[config.mk]
export PLATFORM = sky130hd
export DESIGN_NAME = smp_snoop_arbiter
export DESIGN_NICKNAME = d
export VERILOG_FILES = /design/src/rtl/smp_snoop_arbiter.sv
export SDC_FILE = /design/constraint.sdc
export NUM_CORES = 1
export LEC_CHECK = 0
export CORE_MARGIN = 2
export CORE_UTILIZATION = 30
export DETAILED_ROUTE_END_ITERATION = 7
export PLACE_DENSITY_LB_ADDON = 0.12
export RECOVER_POWER = 50
export SYNTH_ARGS = -nofsm -noshare
export SYNTH_HDL_FRONTEND = slang
export SYNTH_SLANG_ARGS = --single-unit
[constraint.sdc]
create_clock -name clk -period 1.95 [get_ports clk]
set_input_delay 0.39 -clock clk [delete_from_list [all_inputs] [get_ports clk]]
set_output_delay 0.39 -clock clk [all_outputs]
set_load 0.005 [all_outputs]
[src/rtl/smp_snoop_arbiter.sv]
// Round-robin snooping-bus arbiter: grants one miss/invalidate at a time, broadcasts it,
// collects peer snoop acks, runs the memory fill for misses and pulses a one-hot completion.
module smp_snoop_arbiter #(
  parameter int NUM_CORES     = 4,
  parameter int ADDR_W        = 16,
  parameter int SNOOP_TIMEOUT = 15,
  localparam int ID_W         = (NUM_CORES > 1) ? $clog2(NUM_CORES) : 1
) (
  input  logic                        clk,
  input  logic                        rst,
  input  logic [NUM_CORES-1:0]        req_valid,
  input  logic [2*NUM_CORES-1:0]      req_op,
  input  logic [ADDR_W*NUM_CORES-1:0] req_addr,
  output logic                        bus_valid,
  output logic [1:0]                  bus_op,
  output logic [ADDR_W-1:0]           bus_addr,
  output logic [ID_W-1:0]             bus_src,
  input  logic [NUM_CORES-1:0]        snoop_ack,
  input  logic [NUM_CORES-1:0]        snoop_hit,
  output logic                        mem_req,
  output logic [ADDR_W-1:0]           mem_addr,
  input  logic                        mem_rdy,
  output logic [NUM_CORES-1:0]        req_done,
  output logic                        req_shared,
  output logic                        snoop_err
);

  localparam int TO_W = $clog2(SNOOP_TIMEOUT + 1) + 1;

  typedef enum logic [2:0] {IDLE, BCAST, SNOOP, MEM, DONE} state_t;

  state_t                state;
  logic [ID_W-1:0]       rr_ptr;
  logic [ID_W-1:0]       grant_id;
  logic [ID_W-1:0]       pick;
  logic [ID_W-1:0]       cand;
  logic                  found;
  logic [1:0]            op_q;
  logic [ADDR_W-1:0]     addr_q;
  logic [NUM_CORES-1:0]  ack_seen;
  logic [NUM_CORES-1:0]  hit_seen;
  logic [NUM_CORES-1:0]  grant_mask;
  logic [NUM_CORES-1:0]  ack_next;
  logic [NUM_CORES-1:0]  hit_next;
  logic [TO_W-1:0]       to_cnt;
  logic                  err_flag;
  logic                  ack_all;
  logic                  timed_out;
  logic                  is_miss;

  // First requester at or after rr_ptr, wrapping around the core ring.
  always_comb begin
    pick  = '0;
    cand  = '0;
    found = 1'b0;
    for (int i = 0; i < NUM_CORES; i++) begin
      cand = ID_W'((int'(rr_ptr) + i) % NUM_CORES);
      if (!found && req_valid[cand]) begin
        found = 1'b1;
        pick  = cand;
      end
    end
  end

  // The requester never snoops itself, so its own ack/hit bits are masked out.
  assign grant_mask = NUM_CORES'(1) << grant_id;
  assign ack_next   = ack_seen | snoop_ack;
  assign hit_next   = hit_seen | (snoop_hit & snoop_ack & ~grant_mask);
  assign ack_all    = &(ack_next | grant_mask);
  assign timed_out  = (to_cnt == TO_W'(SNOOP_TIMEOUT));
  assign is_miss    = ~op_q[1];

  always_ff @(posedge clk) begin
    if (rst) begin
      state      <= IDLE;
      rr_ptr     <= '0;
      grant_id   <= '0;
      op_q       <= '0;
      addr_q     <= '0;
      ack_seen   <= '0;
      hit_seen   <= '0;
      to_cnt     <= '0;
      err_flag   <= 1'b0;
      bus_valid  <= 1'b0;
      bus_op     <= '0;
      bus_addr   <= '0;
      bus_src    <= '0;
      mem_req    <= 1'b0;
      mem_addr   <= '0;
      req_done   <= '0;
      req_shared <= 1'b0;
      snoop_err  <= 1'b0;
    end else begin
      bus_valid  <= 1'b0;
      req_done   <= '0;
      req_shared <= 1'b0;
      snoop_err  <= 1'b0;
      case (state)
        IDLE: begin
          if (found) begin
            grant_id  <= pick;
            op_q      <= req_op[int'(pick)*2 +: 2];
            addr_q    <= req_addr[int'(pick)*ADDR_W +: ADDR_W];
            bus_valid <= 1'b1;
            bus_op    <= req_op[int'(pick)*2 +: 2];
            bus_addr  <= req_addr[int'(pick)*ADDR_W +: ADDR_W];
            bus_src   <= pick;
            state     <= BCAST;
          end
        end
        BCAST: begin
          ack_seen <= '0;
          hit_seen <= '0;
          to_cnt   <= '0;
          err_flag <= 1'b0;
          state    <= SNOOP;
        end
        SNOOP: begin
          ack_seen <= ack_next;
          hit_seen <= hit_next;
          to_cnt   <= to_cnt + 1'b1;
          // On timeout the missing acks are abandoned and the op proceeds as usual.
          if (ack_all || timed_out) begin
            err_flag <= ~ack_all;
            if (is_miss) begin
              mem_req  <= 1'b1;
              mem_addr <= addr_q;
              state    <= MEM;
            end else begin
              req_done   <= grant_mask;
              req_shared <= |hit_next;
              snoop_err  <= ~ack_all;
              state      <= DONE;
            end
          end
        end
        MEM: begin
          if (mem_rdy) begin
            mem_req    <= 1'b0;
            req_done   <= grant_mask;
            req_shared <= |hit_seen;
            snoop_err  <= err_flag;
            state      <= DONE;
          end
        end
        DONE: begin
          rr_ptr <= (grant_id == ID_W'(NUM_CORES - 1)) ? '0 : grant_id + 1'b1;
          state  <= IDLE;
        end
        default: state <= IDLE;
      endcase
    end
  end

endmodule
* Word-level counts from Yosys, hierarchy flattened
Cells that the tools add are included.
** Storage, ports and cells
- Register bits after elaboration :: 63
- Input bits :: 87
- Output and inout port bits :: 44
** Cells by class
- $add $sub $neg :: 5
- Magnitude comparators :: 4
- Equality and inequality tests :: 10
- Shift-type cells :: 3
- Multiplexer cells :: 44
- Bitwise logic cells :: 9
- Reductions and logical operators :: 19
** Operators by type and width (count)
- $shiftx A64 B7 Y16 :: 1
- $pmux W4 S2 :: 3
- $mux W1 :: 19
- $lt A2 B3 Y1 const B :: 4
- $mux W3 :: 4
- $mux W4 :: 3
- $or A4 B4 Y4 :: 3
- $pmux W3 S4 :: 1
- $mux W2 :: 5
- $pmux W5 S2 :: 1
- $and A4 B4 Y4 :: 2
- $bmux W1 S2 :: 4
- $ne A2 B2 Y1 const B :: 4
- $pmux W1 S2 :: 4
- $reduce_and A4 Y1 :: 2
- $reduce_or A4 Y1 :: 2
- $shiftx A8 B4 Y2 :: 1
- $eq A3 B2 Y1 const B :: 2
- $reduce_and A3 Y1 :: 2
- $add A5 B1 Y5 const B :: 1
- $eq A5 B4 Y1 const B :: 1
- $add A2 B1 Y2 const B :: 2
- $add A2 B2 Y2 const B :: 2
- $not A4 Y4 :: 1
- other kinds (12) :: 20

* Longest topological paths before layout
Gate-level depths: netlist (run 1).
- Word-level depth :: 14
- Depth in mapped cells :: 8
- Mapped depth without buffers :: 7

* Worst setup path before layout (run 1)
No wires, ideal clock.
- Path type :: reg2reg
- Start point :: register grant_id[1]
- End point :: register mem_addr[0]
- Arrival time :: 1.795 ns
- Required time :: 1.880 ns
- Setup slack :: 0.085 ns
- Stages on the path, launching flop included :: 9
- Path buffers :: 1
- Clock period less this slack :: 1.865 ns
- Cells stage by stage :: dfxtp_1 inv_1 ha_1 or3_1 o31ai_1 o21a_1 clkbuf_1 o21ai_0 a21oi_1
** Between the ends
- Word-level cells in the longest chain between the ends :: 5
** Ends and longest elaborated chain
- start, declared :: RTL line 34 : logic [ID_W-1:0] grant_id;
- start signal, assigned :: RTL line 101 : grant_id <= pick;
- $shl A1 B2 Y4 :: RTL line 66 : assign grant_mask = NUM_CORES'(1) << grant_id;
- $or A4 B4 Y4 :: RTL line 69 : assign ack_all = &(ack_next | grant_mask);
- $reduce_and A4 Y1 :: RTL line 69
- $logic_or A1 B1 Y1 :: RTL line 123 : if (ack_all || timed_out) begin
- $reduce_and A3 Y1 (no line)
- end signal, assigned :: RTL line 127 : mem_addr <= addr_q;
- end, declared :: RTL line 21 : output logic [ADDR_W-1:0] mem_addr,
Every way passes these cells.
A chain may end at the register's enable or synchronous reset.

==> results by group, run 1 <==
Setup path
  • Worst setup path end: bus_op[1]
  • CP Data Required Time: 1.56 ns
  • Cell family with most CP delay: buffers and inverters
  • WP data arrival: 1.47 ns
  • Crit. Startpoint: op_q[1]
  • Crit-path slowest cell: clkdlybuf4s50_1
  • CP endpoint kind: primary output
  • Crit path launch type: flip-flop
  • Crit path buffers/inverters: 1
  • Crit-path max FO: 9
  • Worst-path cell chain: clkdlybuf4s50_1
  • CP peak stage delay: 0.59 ns
  • Kind of critical path: reg -> out
  • Terminus of the critical flop-to-flop path: addr_q[14]
  • Cell depth of the worst flop-to-flop path: 6
  • Cell depth of the worst setup path: 1
  • R2R Setup Slk: 0.13 ns
  • Launch point of the worst reg-to-reg path: rr_ptr[1]

Detailed routing
  • Total Routed Length: 11.78 mm
  • Vias: 3809
  • Routed len/inst: 15.87 microns
  • Antenna-violating nets left: 0
  • Vias/cell: 5.133
  • First-pass DRT Iterations: 5
  • DRC Markers: 0
  • Initial drt markers: 231

Power
  • Pwr/cell area: 765.6 nW/um^2
  • Power Total: 4327 uW
  • Power share of the clock group: 0.338
  • Fraction of power spent switching nets: 0.3052
  • Reg power frac: 0.357
  • Worst VDD drop: 0.0004205 V
  • Power Internal: 3006 uW
  • Leak Pwr: 0.002397 uW
  • Gate power share: 0.305
  • Sw power: 1321 uW

STA
  • Worst Skew: 0.005568 ns
  • Final hold vios: 0
  • # setup viols final: 0
  • Worst-margin pin slew: 0.5884 ns
  • Slew Viols, Final: 0
  • Fmax: 0.5371 GHz
  • Final worst slack: 0.08805 ns
  • Min Clock Period, post-route: 1.862 ns
  • Period Utilization, post-route: 0.9548
  • Max transition margin: 0.6077

Clock tree
  • CTS tree: built
  • CTS sink cnt: 63
  • Total CTS buffers: 9
  • H-tree depth: 3
  • Longest Clk Path Bufs: 2
  • Worst-path clk slew: 0.05 ns
  • Clock Latency Late Sink: 0.32 ns
  • Clk root buf: clkbuf_16

Final layout
  • Layout Nets: 687
  • Design Area, Final: 5652 sq um
  • P&R area growth vs syn: 61.15%
  • Final-layout fill cell count: 1115
  • Core Util, Final: 0.4950
  • Post-route insts no fill: 742
  • Reg area: 1261 sq um
  • Area of the multi-input gates: 1966 sq um
  • N_diodes: 0
  • Share of layout cells above drive strength 1: 0.1269

Yosys
  • YS warnings: 0
  • Number of synthesized flops with an enable pin: 0
  • Unique masters post-synth: 42
  • Dominant synthesized flop cell: dfxtp_1
  • Cell Area, Synth: 3507 sq um
  • Syn_nets: 541
  • Register area share after synthesis: 0.3596
  • Async set-reset flop share out of synthesis: 0
  • Avg Synthesized Cell Area: 7.828 sq um
  • Synth area leader: dfxtp_1
  • Cells after Synth: 448
  • Synth area leaders: dfxtp_1, a211oi_1, nand3_1
  • Share of the synthesized area in the top cell type: 0.3596
  • #FFs+latches synth: 63

Floorplanning
  • Row count: 39
  • Core ar.: 11420 sq um
  • Top-Level Pins: 131
  • Starting density of the core: 0.3071
  • Die ar.: 12570 sq um
  • Die Y-Extent: 112.1 microns
  • DIE WIDTH: 112.1 microns

GRT
  • Global Route Usage Sum: 0.1793
  • Total gr overflow: 0
  • Global-route wire length before repair: 18.14 mm
  • Vias in the first global route: 3566
  • Initial antenna violation count: 0
  • Pin count of the biggest net entering global routing: 33

Place
  • RD Place Congestion: 0.8864
  • Post-DP HPWL: 8.925 mm
  • Cell area after placement: 5195 sq um
  • Port Buffer Count: 130
  • Place WS: -0.4638 ns
  • Placed cells: 721

Job
  • Number of max-cap violations: 0

Min path
  • Hold/Removal Path Class: reg -> reg
  • Worst Hold Path Cells: 2

Run status
  • Run status: finished, final reports clean
==> worst min-delay path by stage <==
stage,start,endpoint,slack [ns]
3_5_place_dp,mem_addr[3],mem_addr[3],0.47
3_3_place_gp,op_q[0],op_q[0],0.46
5_1_grt,hit_seen[1],hit_seen[1],0.51
6_report,mem_addr[3],mem_addr[3],0.47
4_1_cts,mem_addr[3],mem_addr[3],0.48
2_1_floorplan,hit_seen[0],hit_seen[0],0.45
==> per-layer routing <==
layer | global-route usage | up-vias | wire length [microns]
li1 | - | 1925 | -
met1 | 0.2576 | 1733 | 5625
met2 | 0.2735 | 135 | 5360
met3 | 0.02268 | 16 | 569
met4 | 0.07073 | 0 | 224
met5 | 0 | - | 0
==> registers in the layout, indices dropped and copies added, names as in the netlist <==
name	flops
addr_q	16
mem_addr	16
to_cnt	5
ack_seen	4
hit_seen	4
req_done	4
state	3
grant_id	2
op_q	2
rr_ptr	2
bus_valid	1
err_flag	1
mem_req	1
req_shared	1
snoop_err	1
==> Yosys cell counts, drive strengths merged (5+ instances only) <==
cell type  instances
a211oi            39
a21oi             41
a31oi              6
a32oi             18
buf               12
clkbuf            26
dfxtp             63
ha                 6
inv               50
mux2i             21
nand2             11
nand2b             6
nand3             53
nor2              25
nor3               9
o21ai             21
or3                5
==> stage by stage <==
stage                     hold WS, ns   TNS, ns
final                          0.4746         0
after global routing           0.5051  -0.01268
after CTS                      0.4823         0
after detailed placement       0.4720    -11.48
after global placement         0.4627    -9.305
after floorplan                0.4489         0
==> power by group through the flow <==
stage / Sequential [uW] / Combinational, uW / Clock (uW)
6_report: 1540 / 1320 / 1460
5_1_grt: 1560 / 1430 / 1560
4_1_cts: 1540 / 1290 / 1500
3_5_place_dp: 1560 / 1280 / 0
3_3_place_gp: 1570 / 1270 / 0
2_1_floorplan: 1530 / 620 / 0
==> placed cells by master, fill, tap and decap left out, drive strengths merged, types with 2 or more instances in the layout <==
cell type / n
a211oi: 39
a21o: 2
a21oi: 41
a22oi: 3
a31oi: 6
a32oi: 18
a41oi: 2
and2: 3
and3: 2
buf: 38
clkbuf: 18
clkdlybuf4s50: 91
clkinv: 2
dfxtp: 63
dlygate4sd3: 35
dlymetal6s2s: 3
ha: 6
inv: 50
mux2i: 21
nand2: 11
nand2b: 6
nand3: 53
nand4: 4
nor2: 25
nor2b: 4
nor3: 9
o21a: 2
o21ai: 21
o31ai: 2
or2: 3
or3: 5
==> area by class of cell <==
class	count	area share
clock buffers	13	0.04605
clock inverters	3	0.003099
inverters	50	0.03321
multi-input cells	297	0.3478
flip-flops and latches	63	0.2232
well taps	143	0.03166
repair buffers	173	0.3150
==> what timing repair did <==
action / in CTS / in global routing
setup buffers: 0 / 3
setup endpoints to repair: 18 / 42
endpoints found under the hold margin: 0 / 0
hold buffers: 0 / 0
pin swaps: 3 / 2
resized for setup: 4 / 16
cloned: 0 / 2
==> logic make-up after synthesis <==
logic type	count (synthesis)	synth area share
DFF	63	0.3596
AOI/OAI and AO/OA	141	0.2633
and+or+nand+nor	129	0.1923
buffers and inverters	88	0.1035
adders and majority gates	6	0.02141
muxes	21	0.05994
No activity file was read; power rests on OpenSTA's default activity.
==> inputs of run 2 (changes only) <==
--- a/config.mk
+++ b/config.mk
@@ -6,7 +6,7 @@
 export NUM_CORES = 1
 export LEC_CHECK = 0
 export CORE_MARGIN = 2
-export CORE_UTILIZATION = 30
+export CORE_UTILIZATION = 40
 export DETAILED_ROUTE_END_ITERATION = 7
 export PLACE_DENSITY_LB_ADDON = 0.12
 export RECOVER_POWER = 50
==> run 2 against run 1 <==
Net effect: non-clock buffer count is 7 lower; cell count is 5.8% lower; sequential cell count stayed put; wire length is 7.2% lower; first-iteration DRC count is 25% lower; count of clock-buffer cells in the layout is 1 lower; sequential share of layout area is 0.85 points higher; worst setup slack worse by 0.031 ns; global-route usage is 4.4 points higher; clock skew is 0.0058 ns higher; critical path depth is 6 higher; critical path type is now in -> reg.
==> results by group, run 2 (same netlist as run 1, synthesis figures left out) <==
Run status
  • Run status: finished, final reports clean (unchanged)

Detailed routing
  • Antenna-violating nets left: 0 (unchanged)
  • First-pass DRT Iterations: 4 (was 5)
  • Initial drt markers: 174 (was 231)
  • Routed len/inst: 15.65 microns (was 15.87 microns)
  • Vias/cell: 5.422 (was 5.133)
  • DRC Markers: 0 (unchanged)
  • Vias: 3790 (was 3809)
  • Total Routed Length: 10.94 mm (was 11.78 mm)

Clock tree
  • Clk root buf: clkbuf_8 (was clkbuf_16)
  • Longest Clk Path Bufs: 2 (unchanged)
  • Hold-fix buffers, CTS: 0 (unchanged)
  • Clock Latency Late Sink: 0.35 ns (was 0.32 ns)
  • CTS tree: built (unchanged)
  • H-tree depth: 3 (unchanged)
  • Total CTS buffers: 9 (unchanged)
  • Worst-path clk slew: 0.07 ns (was 0.05 ns)
  • CTS sink cnt: 63 (unchanged)

Power
  • Worst VDD drop: 0.0003216 V (was 0.0004205 V)
  • Leak Pwr: 0.002314 uW (was 0.002397 uW)
  • Pwr/cell area: 710.6 nW/um^2 (was 765.6 nW/um^2)
  • Power Total: 3881 uW (was 4327 uW)

GRT
  • Routing usage on met1: 0.2864 (was 0.2576)
  • Grt peak-use layer: met2 (unchanged)
  • Met2 usage: 0.3623 (was 0.2735)
  • Pin count of the biggest net entering global routing: 42 (was 33)
  • Initial antenna violation count: 0 (unchanged)
  • Vias in the first global route: 3536 (was 3566)
  • Global-route wire length before repair: 17.35 mm (was 18.14 mm)
  • Total gr overflow: 0 (unchanged)
  • GR Util met3: 0.03525 (was 0.02268)
  • Global Route Usage Sum: 0.2229 (was 0.1793)

Min path
  • Worst Hold End: op_q[0] (was mem_addr[3])
  • Hold_sp: op_q[0] (was mem_addr[3])
  • Hold/Removal Path Class: reg -> reg (unchanged)
  • Worst Hold Path Cells: 2 (unchanged)

Floorplanning
  • Top-Level Pins: 131 (unchanged)
  • Die ar.: 9533 sq um (was 12570 sq um)
  • Starting density of the core: 0.4081 (was 0.3071)
  • Row count: 34 (was 39)
  • DIE WIDTH: 97.64 microns (was 112.1 microns)
  • Core ar.: 8593 sq um (was 11420 sq um)
  • Die Y-Extent: 97.64 microns (was 112.1 microns)

Setup path
  • Crit path launch type: input pin (was flip-flop)
  • Terminus of the critical flop-to-flop path: addr_q[11] (was addr_q[14])
  • CP peak stage delay: 0.46 ns (was 0.59 ns)
  • Kind of critical path: in -> reg (was reg -> out)
  • Crit-path slowest cell: clkdlybuf4s50_1 (unchanged)
  • WP data arrival: 2.12 ns (was 1.47 ns)
  • Cell depth of the worst flop-to-flop path: 6 (unchanged)
  • Crit. Startpoint: req_valid[3] (was op_q[1])
  • R2R Setup Slk: 0.15 ns (was 0.13 ns)
  • CP Data Required Time: 2.18 ns (was 1.56 ns)
  • CP endpoint kind: flip-flop (was primary output)
  • Launch point of the worst reg-to-reg path: rr_ptr[1] (unchanged)
  • Crit-path max FO: 5 (was 9)
  • Cell family with most CP delay: simple AND/OR/NAND/NOR gates (was buffers and inverters)
  • Worst-path cell chain: clkdlybuf4s50_1 > or4_4 > nand3b_4 > and3b_4 > clkbuf_16 > a32oi_2 > nand3_1 (was clkdlybuf4s50_1)
  • Crit path buffers/inverters: 2 (was 1)

Final layout
  • Design Area, Final: 5461 sq um (was 5652 sq um)
  • N_diodes: 0 (unchanged)
  • Commonest non-fill, non-tap cells in the layout: clkdlybuf4s50_1, dfxtp_1, nand3_1 (unchanged)
  • P&R area growth vs syn: 55.73% (was 61.15%)
  • Share of layout cells above drive strength 1: 0.1184 (was 0.1269)
  • Most common cell after layout, fill and taps aside: clkdlybuf4s50_1 (unchanged)
  • Biggest regs: addr_q (16), mem_addr (16), to_cnt (5) (unchanged)
  • Layout Nets: 680 (was 687)
  • Final-layout fill cell count: 738 (was 1115)

Place
  • Place WS: -0.3986 ns (was -0.4638 ns)
  • Port Buffer Count: 130 (unchanged)
  • RD Place Congestion: 0.8693 (was 0.8864)
  • Post-DP HPWL: 8.011 mm (was 8.925 mm)
  • Cell area after placement: 5111 sq um (was 5195 sq um)

STA
  • Fin Hold WS: 0.4692 ns (was 0.4746 ns)
  • Worst Skew: 0.01137 ns (was 0.005568 ns)
  • Final worst slack: 0.05746 ns (was 0.08805 ns)
  • Min Clock Period, post-route: 1.893 ns (was 1.862 ns)
  • Slew Viols, Final: 0 (unchanged)
  • Fmax: 0.5284 GHz (was 0.5371 GHz)
  • Final hold vios: 0 (unchanged)
  • Max transition margin: 0.5871 (was 0.6077)
  • Worst-margin pin slew: 0.6181 ns (was 0.5884 ns)
  • Period Utilization, post-route: 0.9705 (was 0.9548)
  • # setup viols final: 0 (unchanged)

Job
  • Number of max-cap violations: 0 (unchanged)
-- run 2: cell count changes in the layout (fill, tap and decap cells not counted), moves of 3 or more --
cell and delta:
clkbuf_16 -9, clkbuf_8 +10, buf_4 -5, dfxtp_1 -3, a32oi_1 +3, a32oi_2 -3, dfxtp_2 +3, clkbuf_1 -4
-- run 2: worst reg2reg max path, delay by kind of cell (launching register included) --
family / cells / cell delay, ns
and+or+nand+nor: 3 / 0.59
muxes: 2 / 0.47
DFF: 1 / 0.42
buffers and inverters: 1 / 0.20
-- run 2: where the power goes --
part           leakage [uW]  switching, uW  total, uW  internal, uW
Combinational       0.00171            634       1280           651
Sequential         0.000514            123       1530          1410
Clock             0.0000942            508       1060           554
-- run 2: metal layers --
layer / vias up / part of all wire
met4: 0 / 0.034
met1: 1726 / 0.43
met3: 26 / 0.057
li1: 1900 / -
met2: 138 / 0.48
met5: - / 0
-- run 2: area by class of cell --
class                           instances  area [sq um]  area share
Multi-Input combinational cell        297          1952      0.3574
Timing Repair Buffer                  166          1739      0.3184
Sequential cell                        63          1265      0.2316
Inverter                               50         187.7     0.03436
Clock buffer                           12         165.2     0.03024
Tap cell                              108         135.1     0.02474
Clock inverter                          3         17.52    0.003207
-- run 2: through the flow --
stage	setup TNS (ns)	util	cells
CTS	0	0.6219	696
finish	0	0.6356	699
global placement	-7.333	0.5948	679
global route	-0.03164	0.6356	699
detailed placement	-8.751	0.5948	679
floorplan	0	-	448
-- run 2: worst max-delay path by stage --
stage / endpoint / slack, ns / cells after the start
2_1_floorplan: mem_addr[0] / 0.08 / 8
3_3_place_gp: addr_q[8] / -0.33 / 7
3_5_place_dp: addr_q[1] / -0.40 / 7
4_1_cts: addr_q[1] / 0.006 / 7
5_1_grt: state[0] / -0.02 / 7
6_report: addr_q[6] / 0.06 / 7
-- run 2: timing repair --
item / CTS / global route
endpoints found under the hold margin: 0 / 0
pin swaps: 1 / 4
gates resized for setup: 2 / 16
setup endpoints to repair: 15 / 42
buffers inserted: 1 / 0
gates cloned: 1 / 3
